--- src/rtl/out_tile_writer.sv ---
// Output tile writer: takes BLOCK_SIZE x BLOCK_SIZE result tiles from the
// systolic core and writes each tile row into its lane of a CHUNK_SIZE-wide
// BRAM word on port A, using byte write enables so that neighbouring lanes
// written by other tiles are left untouched.
module out_tile_writer #(
  parameter int WIDTH             = 16,
  parameter int BLOCK_SIZE        = 2,
  parameter int CHUNK_SIZE        = 4,
  parameter int W_OUTER_DIMENSION = 8,
  parameter int I_OUTER_DIMENSION = 6,
  parameter int ADDR_WIDTH        = 12
) (
  input  logic                                   clk,
  input  logic                                   rst,
  input  logic                                   clr,
  input  logic                                   start,
  output logic                                   ready,
  output logic                                   done,
  input  logic                                   tile_valid,
  output logic                                   tile_ready,
  input  logic [BLOCK_SIZE*BLOCK_SIZE*WIDTH-1:0] tile_data,
  output logic                                   out_ena,
  output logic [WIDTH*CHUNK_SIZE/8-1:0]          out_wea,
  output logic [ADDR_WIDTH-1:0]                  out_addra,
  output logic [WIDTH*CHUNK_SIZE-1:0]            out_dina
);

  localparam int WPR       = W_OUTER_DIMENSION / CHUNK_SIZE;
  localparam int TR        = I_OUTER_DIMENSION / BLOCK_SIZE;
  localparam int TC        = W_OUTER_DIMENSION / BLOCK_SIZE;
  localparam int MAX_FLAG  = TR * TC;
  localparam int NBE       = WIDTH * CHUNK_SIZE / 8;
  localparam int LANES     = CHUNK_SIZE / BLOCK_SIZE;
  localparam int TILE_W    = BLOCK_SIZE * BLOCK_SIZE * WIDTH;
  localparam int WORD_W    = WIDTH * CHUNK_SIZE;
  localparam int ROW_BYTES = BLOCK_SIZE * WIDTH / 8;
  localparam int TRW       = (TR > 1) ? $clog2(TR) : 1;
  localparam int TCW       = (TC > 1) ? $clog2(TC) : 1;
  localparam int ROWW      = (BLOCK_SIZE > 1) ? $clog2(BLOCK_SIZE) : 1;

  // Byte enables covering one tile row, positioned at lane 0.
  localparam logic [NBE-1:0] ROW_MASK = NBE'({ROW_BYTES{1'b1}});

  typedef enum logic [1:0] {
    IDLE,
    WAIT,
    WRITE,
    DONE
  } state_t;

  state_t                state_q, state_d;
  logic [TRW-1:0]        tileRow_q, tileRow_d;
  logic [TCW-1:0]        tileCol_q, tileCol_d;
  logic [ROWW-1:0]       row_q, row_d;
  logic [TILE_W-1:0]     tile_q, tile_d;
  logic                  ready_q, done_q, tileReady_q;
  logic                  ena_q, ena_d;
  logic [NBE-1:0]        wea_q, wea_d;
  logic [ADDR_WIDTH-1:0] addr_q, addr_d;
  logic [WORD_W-1:0]     din_q, din_d;
  logic                  lastTile;

  assign lastTile = ((int'(tileRow_q) * TC + int'(tileCol_q)) == (MAX_FLAG - 1));

  assign ready      = ready_q;
  assign done       = done_q;
  assign tile_ready = tileReady_q;
  assign out_ena    = ena_q;
  assign out_wea    = wea_q;
  assign out_addra  = addr_q;
  assign out_dina   = din_q;

  // Next-state logic: tile handshake, row sequencing and tile position counters.
  always_comb begin
    state_d   = state_q;
    tileRow_d = tileRow_q;
    tileCol_d = tileCol_q;
    row_d     = row_q;
    tile_d    = tile_q;
    unique case (state_q)
      IDLE: begin
        if (start) begin
          state_d   = WAIT;
          tileRow_d = '0;
          tileCol_d = '0;
        end
      end
      WAIT: begin
        if (tile_valid && tileReady_q) begin
          state_d = WRITE;
          row_d   = '0;
          tile_d  = tile_data;
        end
      end
      WRITE: begin
        if (row_q == ROWW'(BLOCK_SIZE - 1)) begin
          if (lastTile) begin
            state_d   = DONE;
            tileRow_d = '0;
            tileCol_d = '0;
          end else begin
            state_d = WAIT;
            if (tileCol_q == TCW'(TC - 1)) begin
              tileCol_d = '0;
              tileRow_d = tileRow_q + TRW'(1);
            end else begin
              tileCol_d = tileCol_q + TCW'(1);
            end
          end
        end else begin
          row_d = row_q + ROWW'(1);
        end
      end
      DONE: state_d = IDLE;
      default: state_d = IDLE;
    endcase
    if (clr) begin
      state_d   = IDLE;
      tileRow_d = '0;
      tileCol_d = '0;
      row_d     = '0;
    end
  end

  // Port A strobe for the upcoming cycle: row row_d of the held tile, packed into its lane.
  always_comb begin
    int trI;
    int tcI;
    int rI;
    int lane;
    logic [WIDTH-1:0] elem;
    ena_d  = 1'b0;
    wea_d  = '0;
    addr_d = '0;
    din_d  = '0;
    elem   = '0;
    trI    = int'(tileRow_q);
    tcI    = int'(tileCol_q);
    rI     = int'(row_d);
    lane   = (tcI % LANES) * BLOCK_SIZE;
    if (state_d == WRITE) begin
      ena_d  = 1'b1;
      addr_d = ADDR_WIDTH'((trI * BLOCK_SIZE + rI) * WPR + tcI / LANES);
      wea_d  = ROW_MASK << (lane * WIDTH / 8);
      for (int c = 0; c < BLOCK_SIZE; c++) begin
        elem  = WIDTH'(tile_d >> ((rI * BLOCK_SIZE + c) * WIDTH));
        din_d = din_d | (WORD_W'(elem) << ((lane + c) * WIDTH));
      end
    end
  end

  // State, counters and all registered outputs.
  always_ff @(posedge clk or posedge rst) begin
    if (rst) begin
      state_q     <= IDLE;
      tileRow_q   <= '0;
      tileCol_q   <= '0;
      row_q       <= '0;
      tile_q      <= '0;
      ready_q     <= 1'b1;
      done_q      <= 1'b0;
      tileReady_q <= 1'b0;
      ena_q       <= 1'b0;
      wea_q       <= '0;
      addr_q      <= '0;
      din_q       <= '0;
    end else begin
      state_q     <= state_d;
      tileRow_q   <= tileRow_d;
      tileCol_q   <= tileCol_d;
      row_q       <= row_d;
      tile_q      <= tile_d;
      ready_q     <= (state_d == IDLE);
      done_q      <= (state_d == DONE);
      tileReady_q <= (state_d == WAIT);
      ena_q       <= ena_d;
      wea_q       <= wea_d;
      addr_q      <= addr_d;
      din_q       <= din_d;
    end
  end

endmodule

--- config.mk ---
export PLATFORM = sky130hd
export DESIGN_NAME = out_tile_writer
export DESIGN_NICKNAME = d
export VERILOG_FILES = /design/src/rtl/out_tile_writer.sv
export SDC_FILE = /design/constraint.sdc
export NUM_CORES = 1
export LEC_CHECK = 0
export ABC_AREA = 1
export CAP_MARGIN = 40
export CORE_MARGIN = 2
export CORE_UTILIZATION = 45
export DETAILED_ROUTE_END_ITERATION = 6
export GPL_TIMING_DRIVEN = 0
export PLACE_DENSITY = 0.76
export SYNTH_ARGS = -nofsm -noshare
export SYNTH_HDL_FRONTEND = slang
export SYNTH_SLANG_ARGS = --single-unit
--- constraint.sdc ---
create_clock -name clk -period 4.6 [get_ports clk]
set_input_delay 0.69 -clock clk [delete_from_list [all_inputs] [get_ports clk]]
set_output_delay 0.69 -clock clk [all_outputs]
set_load 0.05 [all_outputs]
# Word-level counts from Yosys, hierarchy flattened
# Index checks and enable logic that the tools add are counted.
[classes] bitwise_logic=1 addsub=8 reduce_logical=6 n_eq_ne=11 shifts=5 mux=27
[ops] op="$mux W64" count=3
[ops] op="$or A64 B64 Y64" count=1
[ops] op="$shl A16 B6 Y64" count=1
[ops] op="$shl A16 B7 Y64" count=1
[ops] op="$shr A64 B6 Y16" count=1
[ops] op="$shr A64 B7 Y16" count=1
[ops] op="$mux W2" count=14
[ops] op="$eq A2 B2 Y1 const B" count=5
[ops] op="$mux W8" count=1
[ops] op="$pmux W2 S2" count=2
[ops] op="$pmux W2 S4" count=1
[ops] op="$shl A4 B3 Y8 const A" count=1
[ops] op="$add A2 B1 Y3 const B" count=2
[ops] op="$add A5 B1 Y6" count=1
[ops] op="$mux W6" count=1
[ops] op="$ne A3 B3 Y1 const B" count=2
[ops] op="$add A4 B2 Y5" count=1
[ops] op="$eq A5 B4 Y1 const B" count=1
[ops] op="$add A2 B1 Y2 const B" count=2
[ops] op="$add A3 B1 Y4" count=1
[ops] op="$eq A2 B1 Y1 const B" count=2
[ops] op="$logic_not A2 Y1" count=2
[ops] op="$mux W1" count=4
[ops] op="$ne A4 B4 Y1 const B" count=1
[ops] op="other kinds (6)" count=6
[totals] out_inout_bits=88 word_cells=70 in_bits=69 register_bits=159

# Depth between registers and ports, before layout
[depth] word_depth=9 depth_mapped=11 ltp_nobuf=9

# Least setup slack after synthesis
# No wires, ideal clock.
[synth_path] kind="register to register" startpoint="register tileReady_q, in the netlist tile_ready" endpoint="register din_q[60], in the netlist out_dina[60]" required_time_ns=4.484 path_buffers=2 synth_period_minus_slack_ns=1.656 stages_incl_launch_ff=10 setup_ns=0.116 t_arrival_ns=1.540 slack_ns=2.944 path_cell_list="dfrtp_1 buf_4 nand2_4 nor2_8 buf_2 nand2_1 o21ai_1 nand2_1 nand3_1 nor2_1"
[synth_between] elab_chain_cells=9 word_cells_on_any_way=15 classes_between="add/sub: 1; eq/ne: 1; shift: 2; mux: 9; bitwise: 1; reduce/logical: 1"
[synth_lines] item="start: declaration" line="56" rtl="logic ready_q, done_q, tileReady_q;"
[synth_lines] item="start signal: assignment" line="175" rtl="tileReady_q <= (state_d == WAIT);"
[synth_lines] item="$logic_and A1 B1 Y1 (*)" line="89" rtl="if (tile_valid && tileReady_q) begin"
[synth_lines] item="$mux W1" line="89"
[synth_lines] item="$pmux W1 S2" line="80" rtl="unique case (state_q)"
[synth_lines] item="$mux W1" line="117" rtl="if (clr) begin"
[synth_lines] item="$add A2 B1 Y3" line="146" rtl="elem = WIDTH'(tile_d >> ((rI * BLOCK_SIZE + c) * WIDTH));"
[synth_lines] item="$shr A64 B7 Y16" line="146"
[synth_lines] item="$shl A16 B7 Y64" line="147" rtl="din_d = din_d | (WORD_W'(elem) << ((lane + c) * WIDTH));"
[synth_lines] item="$or A64 B64 Y64" line="147"
[synth_lines] item="$mux W64 (*)" line="141" rtl="if (state_d == WRITE) begin"
[synth_lines] item="named net din_d[60]" line="60" rtl="logic [WORD_W-1:0] din_q, din_d;"
[synth_lines] item="end signal: assignment" line="179" rtl="din_q <= din_d;"
[synth_lines] item="end: declaration" line="60"
# The timed path passes the listed nets; every way through them passes the cells marked *.
# A chain may end at the register's enable or synchronous reset.

==> impl_metrics.ini <==
[timing]
post-route-period-util_pct = 52.5
hold_viol_final = 0
fin_crit_ns = 2.42
finalMaxSlewViolations = 0
setup_viol = 0
fmax_mhz = 414
skew_ns = 0.0126
rsz0062_at_grt = no
slew_headroom_pct = 59.9
fin_tns_setup_ns = 0
hold_ws_ns = 0.478
worstMarginPinSlew_ns = 0.602

[clock_tree]
numCtsBuffers = 17
numClockSinks = 145
tritoncts = built
htree_num_levels = 4
cts_hold_buffers = 0
cts_max_path_buffers = 2
cts_root_buf = clkbuf_16
post_cts_buffers = 0
path_clk_slew_ns = 0.06
clk_latency_ns = 0.43
ctsResizeCount = 0

[power]
pwr-share-comb_pct = 43.6
p_leak_nw = 4.59
internal_power_mw = 3.18
swShare_pct = 40.8
seq_power_share_pct = 33.8
p_per_area_mw_per_mm2 = 608
peakVddDrop_uv = 313
switchingPower_mw = 2.19
power.share.clock_pct = 22.6
finalPower_mw = 5.37

[layout]
final-seq-area_mm2 = 0.00363
diodes = 0
layout.cells.non_filler = 1157
drive_gt1_share_pct = 8.32
final_nets = 1036
fillers = 1237
final_common_cell = inv_1
multi_input_comb_area_mm2 = 0.00192
syn_to_final_growth_pct = 34.6
final_cell_mix = inv_1, clkdlybuf4s50_1, dfrtp_1

[route]
final_antenna_net_count = 0
drc = 4
avgViaCountPerCell = 4.74
dr.pass1.iters = 7
drt_wl_total_mm = 16.5
avgRoutedWirePerCell_um = 14.2
drt_iter0_drc = 415
vias = 5481

[global_route]
track_usage_pct = 22.0
antenna_found_initial = 0
grt_pass1_wl_mm = 27.0
grt_overflow = 0
grt_max_degree = 80
first_global_vias = 5446

[placement]
placed_cells = 1128
port_buffers = 147
hpwl_mm = 11.3
gp_congestion = 0.873

[logic_synthesis]
ys_warn_count = 0
netlist_area_mm2 = 0.00656
yosysSeqAreaShare_pct = 55.3
syn_area_per_cell_um2 = 8.32
synth_top_area_share_pct = 54.9
synth_area_leaders = dfrtp_1, inv_1, nand2_1
synthDistinctLibCells = 27
synth_largest_area_cell = dfrtp_1
syn_inst = 789
synth-seq-cells = 145

[die]
core_area_mm2 = 0.0144
ios = 157
die_x_um = 125
die_h_um = 125
start_util_pct = 45.7
row_count = 44
dieArea_mm2 = 0.0156

[worst_setup_path]
end_kind = primary output
required_ns = 3.91
worst_ep_arrival_time_ns = 1.73
cp_max_fo = 4
cp_slowest_cell = clkdlybuf4s50_1
critPathLaunchType = register
path_cells = buf_4, clkdlybuf4s50_1
critPathKind = reg2out
max_stage_delay_ns = 0.78

[hold_path]
hold_class = reg2reg

[status]
violations = design-rule violations
outcome = finished, violations left

[flow_run]
maxCapViolations = 0
-- cell usage after synthesis --
cell and number:
buf_1 2, inv_1 176, nand2_1 143, buf_6 7, nor2_8 1, nor3_1 1, buf_4 21, a21oi_1 3
nand3b_1 1, nand3_4 1, inv_2 1, nor2_2 1, nand2_2 2, buf_2 15, o21ai_1 32, clkinv_1 1
clkbuf_1 13, ha_1 4, a31oi_1 1, o21ai_0 6, dfstp_2 1, conb_1 1, nand3_1 102, nor2_1 73
nand4_1 33, nand2_4 3, dfrtp_1 144
-- routing by layer --
layer / part of all wire (%) / global-route usage [%]
met3: 5.6 / 5.24
met4: 2.1 / 9.39
met5: 0 / 0
met1: 44 / 29.0
met2: 48 / 34.9
-- registers in the layout, indices dropped and copies added, names as in the netlist --
register    count
done            1
out_addra       4
out_dina       64
out_ena         1
out_wea         2
ready           1
row_q           1
state_q         2
tileCol_q       2
tileRow_q       2
tile_q         64
tile_ready      1
-- power by group through the flow --
| stage | sequential [mW] | combinational [mW] | clock, mW |
|---|---|---|---|
| floorplan | 2.28 | 1.19 | 0 |
| global placement | 1.82 | 2.28 | 0 |
| detailed placement | 1.83 | 2.33 | 0 |
| CTS | 1.82 | 2.35 | 1.23 |
| global route | 1.85 | 2.56 | 1.28 |
| finish | 1.82 | 2.34 | 1.21 |
-- worst max-delay path, delay by kind of cell (launching register included) --
kind,cells,cell delay [ns]
buf+inv,2,0.91
flops,1,0.39
-- final timing paths --
path                                 startpoint                endpoint  slack [ns]  cells after the start
max                        out_wea[3]$_DFF_PP0_              out_wea[2]        2.18                      2
min                        tile_q[41]$_DFF_PP0_    tile_q[41]$_DFF_PP0_        0.48                      2
max reg2reg                state_q[0]$_DFF_PP0_  out_dina[49]$_DFF_PP0_        2.59                     10
min reg2reg                tile_q[41]$_DFF_PP0_    tile_q[41]$_DFF_PP0_        0.48                      2
max in group asynchronous                   rst         ready$_DFF_PP1_        3.06                      3
min in group asynchronous                   rst    tile_q[49]$_DFF_PP0_        0.72                      2
-- through the flow --
stage / setup WS, ns / utilization, % / instance area (um2)
after floorplan: 0.0170 / - / 6590
after global placement: -1.89 / 57.7 / 8290
after detailed placement: 2.21 / 57.9 / 8320
after CTS: 2.17 / 61.5 / 8830
after global routing: 2.13 / 61.5 / 8830
final: 2.18 / 61.5 / 8830
-- area by class of cell --
type | instances | area share (%)
plain buffers | 58 | 4.16
clock buffers | 23 | 5.41
clock inverters | 6 | 0.397
inverters | 178 | 7.62
multi-input cells | 415 | 21.8
flip-flops and latches | 145 | 41.1
well taps | 184 | 2.61
repair buffers | 148 | 17.0
-- kinds of logic after synthesis --
| logic type | Yosys count | share of synthesized area (%) |
|---|---|---|
| adder cells (fa/ha/maj) | 4 | 0.763 |
| flip-flops | 145 | 55.3 |
| buffers and inverters | 236 | 15.8 |
| AND/OR/NAND/NOR | 361 | 24.8 |
| other | 1 | 0.0572 |
| AO/OA/AOI/OAI | 42 | 3.22 |
No activity file was read; power rests on OpenSTA's default activity.
